`src/rtl/poly_tone_pkg.sv`:
```
// Shared types, note tuning table and saturation helper for the poly tone mixer.
package poly_tone_pkg;

  typedef enum logic [1:0] {
    WAVE_SQUARE     = 2'd0,
    WAVE_SAW        = 2'd1,
    WAVE_TRI        = 2'd2,
    WAVE_SQUARE_ALT = 2'd3
  } wave_e;

  typedef enum logic [1:0] {
    ST_IDLE  = 2'd0,
    ST_MIX   = 2'd1,
    ST_SAT   = 2'd2,
    ST_WRITE = 2'd3
  } state_e;

  localparam logic [3:0] NOTE_SILENT_LO = 4'd0;
  localparam logic [3:0] NOTE_SILENT_HI = 4'd15;
  localparam int         TUNE_W         = 32;

  function automatic logic note_is_silent(input logic [3:0] note);
    return (note == NOTE_SILENT_LO) || (note == NOTE_SILENT_HI);
  endfunction

  // Notes 1..7 are C4..B4; 8..14 repeat the same row one octave up.
  function automatic logic [TUNE_W-1:0] note_tuning(input logic [3:0] note);
    logic [TUNE_W-1:0] base;
    case (note)
      4'd1,  4'd8:  base = 32'd22474;
      4'd2,  4'd9:  base = 32'd25225;
      4'd3,  4'd10: base = 32'd28315;
      4'd4,  4'd11: base = 32'd29999;
      4'd5,  4'd12: base = 32'd33673;
      4'd6,  4'd13: base = 32'd37796;
      4'd7,  4'd14: base = 32'd42424;
      default:      base = '0;
    endcase
    return (note >= 4'd8) ? (base << 1) : base;
  endfunction

  // Clamp a sign-extended accumulator to the signed range of a w-bit sample.
  function automatic logic signed [63:0] saturate(input logic signed [63:0] acc,
                                                  input int                 w);
    logic signed [63:0] hi;
    logic signed [63:0] lo;
    hi = (64'sd1 <<< (w - 1)) - 64'sd1;
    lo = -(64'sd1 <<< (w - 1));
    if (acc > hi)      return hi;
    else if (acc < lo) return lo;
    else               return acc;
  endfunction

endpackage

```
`src/rtl/tone_voice.sv`:
```
// One DDS voice: phase accumulator, waveform shaping and gain, producing a signed sample.
module tone_voice
  import poly_tone_pkg::*;
#(
  parameter int SAMPLE_W  = 32,
  parameter int PHASE_W   = 32,
  parameter int AMP_SHIFT = 8
) (
  input  logic                clk,
  input  logic                rst_n,
  input  logic [3:0]          note,
  input  logic [1:0]          wave,
  input  logic [2:0]          gain,
  output logic [SAMPLE_W-1:0] sample
);

  logic                       silent;
  logic [PHASE_W-1:0]         phase_q;
  logic [PHASE_W-1:0]         phase_d;
  logic [15:0]                p;
  logic [14:0]                fold;
  logic [15:0]                w;
  logic signed [SAMPLE_W-1:0] w_ext;
  logic signed [SAMPLE_W-1:0] amp;
  logic signed [SAMPLE_W-1:0] scaled;

  assign silent = note_is_silent(note);

  // A silent note parks the phase at zero so it restarts cleanly when re-enabled.
  always_comb begin
    phase_d = silent ? '0 : phase_q + PHASE_W'(note_tuning(note));
  end

  always_ff @(posedge clk or negedge rst_n) begin
    if (!rst_n) phase_q <= '0;
    else        phase_q <= phase_d;
  end

  always_comb begin
    p    = phase_q[PHASE_W-1 -: 16];
    fold = p[15] ? ~p[14:0] : p[14:0];
    case (wave_e'(wave))
      WAVE_SAW: w = p ^ 16'h8000;
      WAVE_TRI: w = ({1'b0, fold} - 16'd16384) << 1;
      default:  w = p[15] ? 16'h8000 : 16'h7FFF;
    endcase
    w_ext  = {{(SAMPLE_W-16){w[15]}}, w};
    amp    = w_ext <<< AMP_SHIFT;
    scaled = amp >>> gain;
    sample = silent ? '0 : scaled;
  end

endmodule

```
`src/rtl/poly_tone_mixer.sv`:
```
// Polyphonic DDS tone mixer: read a mic sample, add NUM_VOICES tones, saturate, write.
module poly_tone_mixer
  import poly_tone_pkg::*;
#(
  parameter int NUM_VOICES = 4,
  parameter int SAMPLE_W   = 32,
  parameter int PHASE_W    = 32,
  parameter int AMP_SHIFT  = 8
) (
  input  logic                    CLOCK_50,
  input  logic                    resetn,
  input  logic [4*NUM_VOICES-1:0] voice_note,
  input  logic [2*NUM_VOICES-1:0] voice_wave,
  input  logic [3*NUM_VOICES-1:0] voice_gain,
  input  logic                    mic_en,
  input  logic                    audio_in_available,
  input  logic                    audio_out_allowed,
  input  logic [SAMPLE_W-1:0]     left_channel_audio_in,
  input  logic [SAMPLE_W-1:0]     right_channel_audio_in,
  output logic                    read_audio_in,
  output logic                    write_audio_out,
  output logic [SAMPLE_W-1:0]     left_channel_audio_out,
  output logic [SAMPLE_W-1:0]     right_channel_audio_out
);

  localparam int ACC_W = SAMPLE_W + $clog2(NUM_VOICES) + 1;
  localparam int IDX_W = (NUM_VOICES > 1) ? $clog2(NUM_VOICES) : 1;
  localparam logic [IDX_W-1:0] LAST_IDX = IDX_W'(NUM_VOICES - 1);

  logic [SAMPLE_W-1:0] voice_sample [NUM_VOICES];

  for (genvar v = 0; v < NUM_VOICES; v++) begin : g_voice
    tone_voice #(
      .SAMPLE_W  (SAMPLE_W),
      .PHASE_W   (PHASE_W),
      .AMP_SHIFT (AMP_SHIFT)
    ) u_voice (
      .clk    (CLOCK_50),
      .rst_n  (resetn),
      .note   (voice_note[4*v +: 4]),
      .wave   (voice_wave[2*v +: 2]),
      .gain   (voice_gain[3*v +: 3]),
      .sample (voice_sample[v])
    );
  end

  state_e              state_q, state_d;
  logic [IDX_W-1:0]    idx_q, idx_d;
  logic [SAMPLE_W-1:0] snap_q [NUM_VOICES];
  logic [SAMPLE_W-1:0] snap_d [NUM_VOICES];
  logic [ACC_W-1:0]    acc_l_q, acc_l_d, acc_r_q, acc_r_d;
  logic                read_q, read_d, write_q, write_d;
  logic [SAMPLE_W-1:0] out_l_q, out_l_d, out_r_q, out_r_d;
  logic [SAMPLE_W-1:0] mix_voice;
  logic [SAMPLE_W-1:0] sat_l, sat_r;

  function automatic logic [ACC_W-1:0] sext_acc(input logic [SAMPLE_W-1:0] s);
    return {{(ACC_W-SAMPLE_W){s[SAMPLE_W-1]}}, s};
  endfunction

  function automatic logic [63:0] sext_64(input logic [ACC_W-1:0] a);
    return {{(64-ACC_W){a[ACC_W-1]}}, a};
  endfunction

  // Handshake: read_audio_in and write_audio_out are single-cycle strobes; a read is
  // taken only in IDLE when input is available and output has room, and its paired
  // write is held in WRITE until audio_out_allowed, so strobes never overlap.
  always_comb begin
    state_d   = state_q;
    idx_d     = idx_q;
    snap_d    = snap_q;
    acc_l_d   = acc_l_q;
    acc_r_d   = acc_r_q;
    read_d    = 1'b0;
    write_d   = 1'b0;
    out_l_d   = out_l_q;
    out_r_d   = out_r_q;
    mix_voice = snap_q[idx_q];
    sat_l     = SAMPLE_W'(saturate(sext_64(acc_l_q), SAMPLE_W));
    sat_r     = SAMPLE_W'(saturate(sext_64(acc_r_q), SAMPLE_W));
    case (state_q)
      ST_IDLE: begin
        if (audio_in_available && audio_out_allowed) begin
          read_d  = 1'b1;
          acc_l_d = mic_en ? sext_acc(left_channel_audio_in)  : '0;
          acc_r_d = mic_en ? sext_acc(right_channel_audio_in) : '0;
          snap_d  = voice_sample;
          idx_d   = '0;
          state_d = ST_MIX;
        end
      end
      ST_MIX: begin
        acc_l_d = acc_l_q + sext_acc(mix_voice);
        acc_r_d = acc_r_q + sext_acc(mix_voice);
        if (idx_q == LAST_IDX) state_d = ST_SAT;
        else                   idx_d   = idx_q + IDX_W'(1);
      end
      ST_SAT: begin
        out_l_d = sat_l;
        out_r_d = sat_r;
        state_d = ST_WRITE;
      end
      ST_WRITE: begin
        if (audio_out_allowed) begin
          write_d = 1'b1;
          state_d = ST_IDLE;
        end
      end
      default: state_d = ST_IDLE;
    endcase
  end

  always_ff @(posedge CLOCK_50 or negedge resetn) begin
    if (!resetn) begin
      state_q <= ST_IDLE;
      idx_q   <= '0;
      for (int v = 0; v < NUM_VOICES; v++) snap_q[v] <= '0;
      acc_l_q <= '0;
      acc_r_q <= '0;
      read_q  <= 1'b0;
      write_q <= 1'b0;
      out_l_q <= '0;
      out_r_q <= '0;
    end else begin
      state_q <= state_d;
      idx_q   <= idx_d;
      snap_q  <= snap_d;
      acc_l_q <= acc_l_d;
      acc_r_q <= acc_r_d;
      read_q  <= read_d;
      write_q <= write_d;
      out_l_q <= out_l_d;
      out_r_q <= out_r_d;
    end
  end

  assign read_audio_in           = read_q;
  assign write_audio_out         = write_q;
  assign left_channel_audio_out  = out_l_q;
  assign right_channel_audio_out = out_r_q;

endmodule
```
`config.mk`:
```
export PLATFORM = sky130hd
export DESIGN_NAME = poly_tone_mixer
export DESIGN_NICKNAME = d
export VERILOG_FILES = /design/src/rtl/poly_tone_pkg.sv /design/src/rtl/tone_voice.sv /design/src/rtl/poly_tone_mixer.sv
export SDC_FILE = /design/constraint.sdc
export NUM_CORES = 1
export LEC_CHECK = 0
export ABC_AREA = 1
export CAP_MARGIN = 20
export CORE_MARGIN = 5
export CORE_UTILIZATION = 55
export DETAILED_ROUTE_END_ITERATION = 8
export HOLD_SLACK_MARGIN = 0.1
export MAX_ROUTING_LAYER = met4
export PLACE_DENSITY = 0.75
export SYNTH_ARGS = -nofsm -noshare
export SYNTH_HDL_FRONTEND = slang
export SYNTH_SLANG_ARGS = --single-unit
```
`constraint.sdc`:
```
create_clock -name CLOCK_50 -period 8.6 [get_ports CLOCK_50]
set_input_delay 2.58 -clock CLOCK_50 [delete_from_list [all_inputs] [get_ports CLOCK_50]]
set_output_delay 2.58 -clock CLOCK_50 [all_outputs]
set_load 0.02 [all_outputs]
```
==> results of run 1 <==
worst max-delay path, stage by stage:
cell,delay [ps]
clkdlybuf4s50_1,560
inv_1,280
ha_1,190
inv_1,80
nand2_1,80
o21ai_0,90
o21ai_0,460
fa_1,360
nand2_1,70
o21ai_0,570
nand4_1,160
nand3_1,190
nand2_1,90
o21ai_0,150
a21oi_1,70
path summary, 6_finish.rpt:
| kind | startpoint | cells past startpoint | to |
|---|---|---|---|
| worst max-delay path | voice_note[8] | 15 | g_voice[2].u_voice.phase_q[24] |
| worst min-delay path | snap_q[35] | 2 | snap_q[35] |
| worst max register to register | idx_q[1] | 15 | acc_r_q[31] |
| worst min register to register | snap_q[35] | 2 | snap_q[35] |
| max in group asynchronous | resetn | 2 | acc_l_q[33] |
| min in group asynchronous | resetn | 1 | g_voice[0].u_voice.phase_q[5] |
metrics by stage:
stage	area [sq um]	utilization [%]	hold slack, ps	total power, mW
after floorplan	29100	-	444	9.10
after global placement	31200	59.4	461	11.4
after detailed placement	31200	59.5	466	11.6
after CTS	32600	62.2	485	13.5
after global routing	32700	62.3	500	14.9
final	32700	62.3	483	13.6
where the power goes:
part	internal, mW	switching [mW]
combinational	2.97	5.71
clock	1.13	0.772
sequential	2.44	0.601
total	6.54	7.08
Yosys cell counts (49+ instances only):
cell	count
nor3_1	49
o211ai_1	105
nand3_1	298
dfrtp_1	360
a21oi_1	438
ha_1	200
nand2_1	1065
clkbuf_1	104
o21ai_0	336
nor2_1	527
o22ai_1	90
inv_1	475
layout make-up:
type	instances	area (sq um)	area share (%)
Timing Repair Buffer	187	1880	5.75
Inverter	492	1850	5.66
Tap cell	688	861	2.64
Antenna cell	7	17.5	0.0536
Sequential cell	360	9010	27.6
Multi-Input combinational cell	3380	17600	53.9
Clock inverter	13	159	0.486
Clock buffer	62	1290	3.95
logic make-up after synthesis:
kind of cell             share of synthesized area, %
AO/OA/AOI/OAI                                    20.6
XOR/XNOR                                         1.57
adder cells (fa/ha/maj)                          9.01
buffers and inverters                            8.64
flip-flops                                       31.0
multiplexers                                   0.0774
AND/OR/NAND/NOR                                  29.1
layer usage:
layer | vias to the layer above | share of wire (%)
met4 | 0 | 2.9
met3 | 143 | 7.5
li1 | 14803 | -
met5 | - | 0
met2 | 917 | 44
met1 | 13751 | 45
registers in the layout, indices dropped and copies added, names as in the netlist:
signal and count:
acc_l_q 35, state_q 2, left_channel_audio_out 32, snap_q 92
read_audio_in 1, write_audio_out 1, idx_q 2, g_voice.u_voice.phase_q 128
acc_r_q 35, right_channel_audio_out 32
==> impl_results.md, run 1 <==
* Vias in the first global route at 27,163
* Final instance count without filler cells at just over 5,000
* Most area-consuming cells after synthesis: dfrtp_1 (31%), nand2_1 (14%), ha_1 (8.6%)
* Synthesis Warnings at 0
* Startpoint types: input port
* Post-CTS Resized at 0
* Yosys top cell area share at just over 30%
* Fill cells at 5,047
* Sequential area share after synthesis at 31.0%
* Clk_lat worst skew at a little under 600 ps
* Total Routing Usage GR at a little under a third
* Fin nets at ~4,800
* DR vias at about 30,000
* CP Capture Type: flip-flop
* Die height at around 240 um
* Critical path peak fanout at 8
* Total negative setup slack at 0 ps
* Largest net degree at the start of global routing at between 100 and 150
* Starting density of the core at 55.5%
* Met3 GRT Util at 5.33%
* Most frequent cells in the layout: nand2_1 (1,065), nor2_1 (527), inv_1 (474)
* CTS Hold Bufs at 0
* Setup CP Type: input port to flip-flop
* Unrepaired setup endpoints after global routing: false
* Commonest non-fill, non-tap cell in the layout: nand2_1
* Longest Clk Path Bufs at 3
* Tcrit/Tclk final at a little under two thirds
* Initial antenna violation count at 7
* Top FF cell, synth: dfrtp_1
* # setup viols final at 0
* Leading area contributor after synthesis: dfrtp_1
* Met1 usage at 42.7%
* Layout cells sized above 1 at 3.63%
* Drt pass-1 iters at 8
* CTS root buf: clkbuf_16
* Clock buffer count from CTS at 43
* Mapped Area at ~0.029 sq mm
* Chip Width at around 240 um
* Leakage at ~16 nW
* Hold Vio Cnt, Final at 0
* Crit path arrival time at between 5000 and 6000 ps
* Row cnt at 84
* Slew Viols, Final at 0
* R2R setup slack at 4280 ps
* Worst Skew at around 23 ps
* Core Region at roughly 0.052 sq mm
* First-pass GRT wire length at around 140,000 um
* Final WS setup at slightly above 3000 ps
* Pwr dens at 417 mW/mm^2
* Synth cell types at between 50 and 60
* I/O Pins at ~170
* Clock sink count at 360
* FF+latch count, synth at 360
* Routability Congestion at roughly 0.98
* Critical path required time at about 9000 ps
* Residual DRC count at 0
* Post-route ant nets at 0
* CTS clk-pin slew, worst paths at ~60 ps
* WL/cell at around 17 um
* Pre-CTS WS at ~2600 ps
* Worst-Margin Slew at 988 ps
* Max_cap viols at 0
* Most Used Layer, Global Route: met2
* Post-synthesis async set-or-reset flop share at between 90% and 100%
* Starting DRT DRC Count at about 2,900
* Final WL at approximately 88,000 um
* Post-DP HPWL at approximately 67,000 um
* GR Util met2 at a little under half
* Vias per inst at about 5.7
* Post-Syn Area per Cell at 6.62 sq um
* Post-CTS setup buffer count at 0
* Dpl cells at 5,106
* Status: finished clean
* Worst slew margin at around 34%
* Fmax at approximately 180 MHz
* Die area at 0.0576 sq mm
* Mapped Nets at roughly 4,700
* Post-synth EDFFs at 0
* Cells after Synth at between 4,000 and 5,000
* GRT overflow at 0
* Layout area overhead at 12.3%
* # port buffers at 170
* Hold WC Path Type: flip-flop to flip-flop
* CTS tree: yes
* Minimum clock period at ~5500 ps
* Peak supply drop at ~0.23 mV
* H-tree lvl count at 2
Power figures use the tool's default switching activity.
==> run 2: changes to the inputs <==
--- a/config.mk
+++ b/config.mk
@@ -12,7 +12,7 @@
 export DETAILED_ROUTE_END_ITERATION = 8
 export HOLD_SLACK_MARGIN = 0.1
 export MAX_ROUTING_LAYER = met4
-export PLACE_DENSITY = 0.75
+export PLACE_DENSITY = 0.77
 export SYNTH_ARGS = -nofsm -noshare
 export SYNTH_HDL_FRONTEND = slang
 export SYNTH_SLANG_ARGS = --single-unit
==> constraint.sdc (replaced) <==
create_clock -name CLOCK_50 -period 4.6 [get_ports CLOCK_50]
set_input_delay 1.38 -clock CLOCK_50 [delete_from_list [all_inputs] [get_ports CLOCK_50]]
set_output_delay 1.38 -clock CLOCK_50 [all_outputs]
set_load 0.02 [all_outputs]
==> run 2 against run 1 <==
Final cell count increased by 0.87%. Critical endpoint is now g_voice[2].u_voice.phase_q[26]. First-iteration DRC count increased by 7.2%. Critical path type unchanged. Hold slack better by 7.6 ps.
==> impl_results.md, run 2 (same netlist as run 1, synthesis figures left out) <==
* Routability Congestion at 1.02 (was 0.975)
* Fin nets at 4,820 (was 4,775)
* Final WL at 88,900 um (was 88,100 um)
* Largest register by flop count: g_voice.u_voice.phase_q (unchanged)
* Setup CP Type: input port to flip-flop (unchanged)
* Max_cap viols at 0 (unchanged)
* Fmax at about 250 MHz
* Post-CTS setup buffer count at 0 (unchanged)
* CTS Hold Bufs at 0 (unchanged)
* Minimum clock period at around 4000 ps
* Initial antenna violation count at 2 (was 7)
* Fill cells at 4,938 (was 5,047)
* Longest Clk Path Bufs at 3 (unchanged)
* Largest net degree at the start of global routing at 89 (was 145)
* H-tree lvl count at 2 (unchanged)
* Chip Width at 240 um (unchanged)
* Hold slack at 491 ps (was 483 ps)
* CTS clk-pin slew, worst paths at 60 ps (about the same)
* Core Region at 0.0524 sq mm (unchanged)
* Die height at 240 um (unchanged)
* Total negative setup slack at 0 ps (unchanged)
* Worst Skew at 22.1 ps (was 23.2 ps)
* # setup viols final at 0 (unchanged)
* Startpoint types: input port (unchanged)
* Post-DP HPWL at 67,500 um (was 66,900 um)
* CTS root buf: clkbuf_16 (unchanged)
* Largest regs: g_voice.u_voice.phase_q (128), snap_q (92) (unchanged)
* Clk_lat worst skew at 580 ps (was 590 ps)
* Clock sink count at 360 (unchanged)
* Vias per inst at 5.78 (was 5.71)
* Layout cells sized above 1 at 4.69% (was 3.63%)
* Leakage at 16.2 nW (was 15.9 nW)
* CP Capture Type: flip-flop (unchanged)
* Vias in the first global route at 27,911 (was 27,163)
* I/O Pins at 171 (unchanged)
* First-pass GRT wire length at 143,000 um (was 141,000 um)
* Hold WC Path Type: flip-flop to flip-flop (unchanged)
* Slew Viols, Final at 0 (unchanged)
* Drt pass-1 iters at 6 (was 8)
* WL/cell at 17.0 um (about the same)
* Die area at 0.0576 sq mm (unchanged)
* Row cnt at 84 (unchanged)
* Critical path peak fanout at 7 (was 8)
* DR vias at 30,271 (was 29,614)
* Clock buffer count from CTS at 44 (was 43)
* Commonest non-fill, non-tap cell in the layout: nand2_1 (unchanged)
* Max reg flops at 128 (unchanged)
* Unrepaired setup endpoints after global routing: false (unchanged)
* GRT overflow at 0 (unchanged)
* Critical path required time at 5100 ps (was 9060 ps)
* CTS tree: yes (unchanged)
* Hold Vio Cnt, Final at 0 (unchanged)
* Total Routing Usage GR at 30.8% (was 30.7%)
* Post-route ant nets at 0 (unchanged)
* Pwr dens at 774 mW/mm^2 (was 417 mW/mm^2)
* # port buffers at 170 (unchanged)
* Worst-Margin Slew at 985 ps (was 988 ps)
* Starting DRT DRC Count at 3,079 (was 2,873)
* Tcrit/Tclk final at between 80 and 90%
* Peak supply drop at 0.457 mV (was 0.233 mV)
* Layout area overhead at 13.5% (was 12.3%)
* Most frequent cells in the layout: nand2_1 (1,065), nor2_1 (527), inv_1 (474) (unchanged)
* Worst slew margin at 34.3% (was 34.1%)
* Status: finished clean (unchanged)
* Residual DRC count at 0 (unchanged)
* Starting density of the core at 55.5% (unchanged)
* Crit path arrival time at 4480 ps (was 5960 ps)
-- run 2: cell types whose count changed in the layout (fill, tap and decap cells not counted), sizes merged --
| cell | change |
|---|---|
| clkinv | +6 |
| bufinv | +1 |
| clkinvlp | +3 |
| inv | +1 |
| clkbuf | -6 |
| diode | -4 |
| buf | +44 |
-- run 2: through the flow --
stage	cell area (sq um)	power [mW]	worst slack, ps	util (%)	cells
after floorplan	29100	17.0	987	-	4394
after global placement	31500	21.3	140	60.1	5150
after detailed placement	31500	21.6	134	60.1	5150
after CTS	33000	25.3	469	62.9	5230
after global routing	33000	27.9	249	62.9	5233
final	33000	25.6	614	62.9	5234
-- run 2: where the power goes --
group	total (mW)	leakage (nW)	switching, mW	internal, mW
Sequential	5.72	4.51	1.15	4.57
Combinational	16.3	10.9	10.6	5.64
Clock	3.57	0.708	1.48	2.08
-- run 2: what timing repair did --
item                                    CTS  global route
endpoints found under the setup margin    0             5
gates resized for setup                   0             1
endpoints found under the hold margin     0             0
-- run 2: worst max-delay path, cell delays in order --
cell	delay (ps)
clkdlybuf4s50_1	480
buf_4	160
ha_1	200
inv_1	100
nand2_1	80
a21oi_1	70
a221oi_1	430
ha_1	360
a21oi_1	200
o21ai_0	140
a21oi_1	370
o211ai_2	250
nand3_1	120
nand2_1	50
nor2_1	110
-- run 2: cell type report --
| type | instances | area, sq um | area share (%) |
|---|---|---|---|
| Antenna cell | 3 | 7.51 | 0.0227 |
| Clock inverter | 24 | 240 | 0.728 |
| Sequential cell | 360 | 9010 | 27.3 |
| Tap cell | 688 | 861 | 2.61 |
| Timing Repair Buffer | 231 | 2230 | 6.77 |
| Clock buffer | 56 | 1210 | 3.66 |
| Inverter | 492 | 1850 | 5.61 |
| Multi-Input combinational cell | 3380 | 17600 | 53.3 |
-- run 2: per-layer routing --
layer | global-route usage (%) | part of all wire, % | up-vias
met5 | - | 0 | -
met4 | 8.03 | 2.5 | 0
met3 | 4.60 | 7.9 | 154
met2 | 48.8 | 46 | 1117
met1 | 41.9 | 44 | 14109
li1 | - | - | 14891
-- run 2: path summary, 6_finish.rpt --
path	from	to	slack [ps]	cells past startpoint
setup / recovery	voice_note[9]	g_voice[2].u_voice.phase_q[26]	610	15
hold / removal	snap_q[2]	snap_q[2]	490	2
setup reg to reg	idx_q[1]	acc_r_q[34]	670	16
hold reg to reg	snap_q[2]	snap_q[2]	490	2
max in group asynchronous	resetn	left_channel_audio_out[25]	2960	2
min in group asynchronous	resetn	g_voice[0].u_voice.phase_q[3]	740	1
